### config.mk
export PLATFORM = sky130hd
export DESIGN_NAME = multicycle_control_fsm
export DESIGN_NICKNAME = d
export VERILOG_FILES = /design/src/rtl/multicycle_control_fsm.sv
export SDC_FILE = /design/constraint.sdc
export NUM_CORES = 1
export LEC_CHECK = 0
export ABC_AREA = 1
export CORE_MARGIN = 5
export CORE_UTILIZATION = 33
export DETAILED_ROUTE_END_ITERATION = 8
export PLACE_DENSITY = 0.72
export RECOVER_POWER = 100
export SYNTH_ARGS = -nofsm -noshare
export SYNTH_HDL_FRONTEND = slang
export SYNTH_SLANG_ARGS = --single-unit
### constraint.sdc
create_clock -name clk -period 1.1 [get_ports clk]
set_input_delay 0.22 -clock clk [delete_from_list [all_inputs] [get_ports clk]]
set_output_delay 0.22 -clock clk [all_outputs]
set_load 0.005 [all_outputs]
### src/rtl/multicycle_control_fsm.sv
// Main control unit for the multicycle RV32I core.
// Sequences fetch, decode and execute steps over a shared ALU and a single
// memory port. It inserts wait states while memory is not ready.
module multicycle_control_fsm (
    input  logic       clk,
    input  logic       reset,
    input  logic [6:0] op,
    input  logic [2:0] funct3,
    input  logic       zero,
    input  logic       mem_ready,
    output logic       IRWrite,
    output logic       PCWrite,
    output logic       RegWrite,
    output logic       MemWrite,
    output logic       AdrSrc,
    output logic [1:0] ALUSrcA,
    output logic [1:0] ALUSrcB,
    output logic [1:0] ALUOp,
    output logic [1:0] ResultSrc,
    output logic       instr_done,
    output logic       illegal,
    output logic [3:0] state
);

    localparam int unsigned STATE_W = 4;

    typedef enum logic [STATE_W-1:0] {
        S_FETCH    = 4'd0,
        S_DECODE   = 4'd1,
        S_MEMADR   = 4'd2,
        S_MEMREAD  = 4'd3,
        S_MEMWB    = 4'd4,
        S_MEMWRITE = 4'd5,
        S_EXECR    = 4'd6,
        S_EXECI    = 4'd7,
        S_ALUWB    = 4'd8,
        S_JAL      = 4'd9,
        S_BRANCH   = 4'd10,
        S_LUI      = 4'd11,
        S_HALT     = 4'd12
    } state_t;

    localparam logic [6:0] OP_LW     = 7'b0000011;
    localparam logic [6:0] OP_SW     = 7'b0100011;
    localparam logic [6:0] OP_RTYPE  = 7'b0110011;
    localparam logic [6:0] OP_ITYPE  = 7'b0010011;
    localparam logic [6:0] OP_JAL    = 7'b1101111;
    localparam logic [6:0] OP_BRANCH = 7'b1100011;
    localparam logic [6:0] OP_LUI    = 7'b0110111;

    localparam logic [1:0] SRCA_PC    = 2'b00;
    localparam logic [1:0] SRCA_OLDPC = 2'b01;
    localparam logic [1:0] SRCA_RS1   = 2'b10;
    localparam logic [1:0] SRCB_RS2   = 2'b00;
    localparam logic [1:0] SRCB_IMM   = 2'b01;
    localparam logic [1:0] SRCB_FOUR  = 2'b10;
    localparam logic [1:0] ALU_ADD    = 2'b00;
    localparam logic [1:0] ALU_SUB    = 2'b01;
    localparam logic [1:0] ALU_FUNCT  = 2'b10;
    localparam logic [1:0] RES_ALUOUT = 2'b00;
    localparam logic [1:0] RES_DATA   = 2'b01;
    localparam logic [1:0] RES_ALURES = 2'b10;
    localparam logic [1:0] RES_IMM    = 2'b11;

    state_t     r_state;
    state_t     w_next_state;
    logic       r_illegal;

    logic       w_irwrite;
    logic       w_pcwrite;
    logic       w_regwrite;
    logic       w_memwrite;
    logic       w_instr_done;
    logic       w_adrsrc;
    logic [1:0] w_alusrca;
    logic [1:0] w_alusrcb;
    logic [1:0] w_aluop;
    logic [1:0] w_resultsrc;

    // Only funct3[0] distinguishes beq from bne; the upper bits are ignored.
    logic       w_unused_funct3;
    assign w_unused_funct3 = ^funct3[2:1];

    // State register and sticky illegal-opcode flag.
    always_ff @(posedge clk or negedge reset) begin
        if (!reset) begin
            r_state   <= S_FETCH;
            r_illegal <= 1'b0;
        end else begin
            r_state <= w_next_state;
            if (w_next_state == S_HALT) begin
                r_illegal <= 1'b1;
            end
        end
    end

    // Next-state and per-state output decode, with mem_ready gating in memory states.
    always_comb begin
        w_next_state = r_state;
        w_irwrite    = 1'b0;
        w_pcwrite    = 1'b0;
        w_regwrite   = 1'b0;
        w_memwrite   = 1'b0;
        w_instr_done = 1'b0;
        w_adrsrc     = 1'b0;
        w_alusrca    = SRCA_PC;
        w_alusrcb    = SRCB_RS2;
        w_aluop      = ALU_ADD;
        w_resultsrc  = RES_ALUOUT;

        case (r_state)
            S_FETCH: begin
                w_alusrca   = SRCA_PC;
                w_alusrcb   = SRCB_FOUR;
                w_aluop     = ALU_ADD;
                w_resultsrc = RES_ALURES;
                if (mem_ready) begin
                    w_irwrite    = 1'b1;
                    w_pcwrite    = 1'b1;
                    w_next_state = S_DECODE;
                end
            end
            S_DECODE: begin
                // Branch/jal target is computed here into ALUOut.
                w_alusrca = SRCA_OLDPC;
                w_alusrcb = SRCB_IMM;
                w_aluop   = ALU_ADD;
                case (op)
                    OP_LW, OP_SW: w_next_state = S_MEMADR;
                    OP_RTYPE:     w_next_state = S_EXECR;
                    OP_ITYPE:     w_next_state = S_EXECI;
                    OP_JAL:       w_next_state = S_JAL;
                    OP_BRANCH:    w_next_state = S_BRANCH;
                    OP_LUI:       w_next_state = S_LUI;
                    default:      w_next_state = S_HALT;
                endcase
            end
            S_MEMADR: begin
                w_alusrca    = SRCA_RS1;
                w_alusrcb    = SRCB_IMM;
                w_aluop      = ALU_ADD;
                w_next_state = (op == OP_LW) ? S_MEMREAD : S_MEMWRITE;
            end
            S_MEMREAD: begin
                w_adrsrc    = 1'b1;
                w_resultsrc = RES_ALUOUT;
                if (mem_ready) begin
                    w_next_state = S_MEMWB;
                end
            end
            S_MEMWB: begin
                w_resultsrc  = RES_DATA;
                w_regwrite   = 1'b1;
                w_instr_done = 1'b1;
                w_next_state = S_FETCH;
            end
            S_MEMWRITE: begin
                w_adrsrc    = 1'b1;
                w_resultsrc = RES_ALUOUT;
                if (mem_ready) begin
                    w_memwrite   = 1'b1;
                    w_instr_done = 1'b1;
                    w_next_state = S_FETCH;
                end
            end
            S_EXECR: begin
                w_alusrca    = SRCA_RS1;
                w_alusrcb    = SRCB_RS2;
                w_aluop      = ALU_FUNCT;
                w_next_state = S_ALUWB;
            end
            S_EXECI: begin
                w_alusrca    = SRCA_RS1;
                w_alusrcb    = SRCB_IMM;
                w_aluop      = ALU_FUNCT;
                w_next_state = S_ALUWB;
            end
            S_ALUWB: begin
                w_resultsrc  = RES_ALUOUT;
                w_regwrite   = 1'b1;
                w_instr_done = 1'b1;
                w_next_state = S_FETCH;
            end
            S_JAL: begin
                // Link value PC+4 comes from OldPC+4; target already sits in ALUOut.
                w_alusrca    = SRCA_OLDPC;
                w_alusrcb    = SRCB_FOUR;
                w_aluop      = ALU_ADD;
                w_resultsrc  = RES_ALUOUT;
                w_pcwrite    = 1'b1;
                w_next_state = S_ALUWB;
            end
            S_BRANCH: begin
                // beq takes the branch on zero, bne on not-zero.
                w_alusrca    = SRCA_RS1;
                w_alusrcb    = SRCB_RS2;
                w_aluop      = ALU_SUB;
                w_resultsrc  = RES_ALUOUT;
                w_pcwrite    = zero ^ funct3[0];
                w_instr_done = 1'b1;
                w_next_state = S_FETCH;
            end
            S_LUI: begin
                w_resultsrc  = RES_IMM;
                w_regwrite   = 1'b1;
                w_instr_done = 1'b1;
                w_next_state = S_FETCH;
            end
            S_HALT: begin
                w_next_state = S_HALT;
            end
            default: begin
                w_next_state = S_FETCH;
            end
        endcase
    end

    // Enables are forced low while reset is held; selects follow the FETCH decode.
    assign IRWrite    = w_irwrite    & reset;
    assign PCWrite    = w_pcwrite    & reset;
    assign RegWrite   = w_regwrite   & reset;
    assign MemWrite   = w_memwrite   & reset;
    assign instr_done = w_instr_done & reset;
    assign AdrSrc     = w_adrsrc;
    assign ALUSrcA    = w_alusrca;
    assign ALUSrcB    = w_alusrcb;
    assign ALUOp      = w_aluop;
    assign ResultSrc  = w_resultsrc;
    assign illegal    = r_illegal;
    assign state      = STATE_W'(r_state);

endmodule

==> run summary <==
Yosys cell types = 15
pin count of the biggest net entering global routing = 6
RD Place Congestion = 0.847
CTS H-tree lvls = 1
measured slew at the worst slew-check pin = 0.211 ns
maxcap violations = 0
Syn Nets = 121
status = finished with violations
Core ar. = 1560 um^2
grt total ovfl = 0
clock group share of total power = 8.2%
Die H = 51.2 um
Post-Place Setup Slack = -0.730 ns
1st-pass router iterations = 4
die area = 2620 um^2
Internal = 1.66 mW
CTS Buffer Depth = 2
fin util = 95.3%
Seq cells post-synth = 5
DRC = 0
count of input and output buffers = 30
Mapped Area = 559 um^2
switching power = 1.37 mW
drt total wl = 4000 um
Clock Sinks = 5
CTS tree = yes
RSZ-0062 raised after global routing = true
Slew Limit Fails = 0
Tot GR Track Use = 23.9%
Slew headroom = 85.9%
count leader, synth = nand2_1
Diodes inserted = 0
Post-synth EDFFs = 0
sequential power share = 10.6%
Routed WL per cell = 19.8 um
critical path class = reg2out
Pwr Density = 2040 nW/um^2
cell count after synthesis = 107
Switching Fraction = 45.2%
first-pass GRT wire length = 4660 um
Non-Filler Instances = 202
DRT iter0 DRCs = 59
routed vias/inst = 5.63
largest cells by area after synthesis = nand2_1 (23%), dfrtp_1 (22%), nor2_1 (14%)
Initial Utilization = 35.9%
min cycle time layout = 1.86 ns
post-DP HPWL = 1640 um
Final #Nets = 201
CP required = 0.88 ns
Post-Place Cells = 177
hold_buf cts = 0
final antenna-violating net count = 0
Avg Inst Size Synth = 5.23 um^2
vias in the first global route = 1011
final worst slack = -0.755 ns
leading post-synthesis cells by instance count = nand2_1 (35), nor2_1 (21), inv_1 (20)
maximum clock rate = 539 MHz
failing checks = setup timing
asr flop ratio synth = 100%
share of cells above drive strength 1 = 60.8%
Worst-path clk slew = 0.06 ns
Worst EP arrival = 1.64 ns
cts bufs inserted = 3
initial antenna violation count = 0
CTS Root Cell = clkbuf_4
clk_lat worst skew = 0.27 ns
IR drop worst, VDD = 1.40 mV
Clock Skew = 0.0167 ns
FP Rows = 14
die width = 51.2 um
Worst R2R Path Depth = 12
Comb power frac = 81.2%
count of final hold-check violations = 0
Fillers = 44
I/O pin total = 33
class of the worst hold path = in2async
Tcrit/Tclk final = 169%
# setup viols final = 23
Yosys warning total = 0
leading area contributor after synthesis = nand2_1
synth-to-layout area growth = 166%
area share of the largest cell type after synthesis = 23.5%
Worst Setup Start Kind = flop
post-synthesis sequential area ratio = 22.4%
Via Count = 1137
peak fanout along the critical path = 4
crit path capture type = primary output
Synth Flop Type = dfrtp_1
Leak = 0.782 nW
## final timing paths
path / startpoint / end / slack (ns)
max: state[3] / IRWrite / -0.76
min: reset / state[3] / 0.37
max reg2reg: state[3] / illegal / -0.60
min reg2reg: illegal / illegal / 0.47
max in group asynchronous: reset / state[2] / 0.59
min in group clk: illegal / illegal / 0.47
## placed cells by master (no fill, tap or decap), types with 3 or more instances in the layout
master,n
dfrtp_2,4
nor2_1,10
nor2_4,10
buf_2,10
inv_2,6
inv_1,11
buf_6,27
nand2_4,5
nor2_2,3
inv_4,3
clkbuf_4,3
nand2_2,5
nand3_2,3
nand2_1,24
buf_4,24
clkdlybuf4s50_1,11
nand3_1,5
## metrics by stage
step	power [mW]	TNS, ns	hold WS, ns	area, um^2
final	3.03	-11.56	0.371	1490
after global routing	3.17	-12.50	0.369	1490
after CTS	2.28	-8.47	0.371	1320
after detailed placement	1.56	-10.33	0.450	1070
after global placement	1.53	-9.84	0.445	1070
after floorplan	0.773	-0.294	-0.0756	572
## timing repair
item                       in CTS  in global routing
setup endpoints to repair      24                 24
buffers inserted               14                 13
cloned                          0                  0
pin swaps                      14                 15
gates resized for setup       115                 47
## power by group through the flow
stage          sequential, mW  clock [mW]  combinational (mW)
4_1_cts                 0.309       0.208                1.76
6_report                0.321       0.249                2.46
2_1_floorplan           0.308           0               0.465
3_3_place_gp            0.289           0                1.24
3_5_place_dp            0.293           0                1.26
5_1_grt                 0.330       0.267                2.57
## critical path: stages (launching register included)
cell and delay [ns]:
dfrtp_2 0.45, buf_6 0.14, nor2_4 0.18, nand2_4 0.09, nor2_4 0.09, inv_2 0.05, nor2_1 0.13, clkdlybuf4s15_2 0.23
## flip-flops by register name (all words and copies together), names as in the netlist
signal / cells
state: 4
illegal: 1
## final cells by class
class | instances | area (um^2) | share of cell area, %
Timing Repair Buffer | 75 | 674 | 45.4
Multi-Input combinational cell | 81 | 544 | 36.6
Sequential cell | 5 | 130 | 8.75
Inverter | 21 | 91.3 | 6.14
Clock buffer | 4 | 26.3 | 1.77
Tap cell | 16 | 20.0 | 1.35
## layer usage
layer	global-route usage (%)	share of wire, %	vias to the layer above
met4	17.0	7.7	0
met2	46.6	44	101
met1	22.5	37	515
met5	0	0	-
met3	3.20	11	33
li1	-	-	488
## logic make-up (layout without fill, tap and decap cells)
kind of cell    after synthesis  in the layout  synth area share [%]
compound gates               10             10                  9.17
buf+inv                      21            100                  14.1
flops                         5              5                  22.4
simple gates                 70             70                  52.8
xor+xnor                      1              1                  1.57
Power figures use the tool's default switching activity.
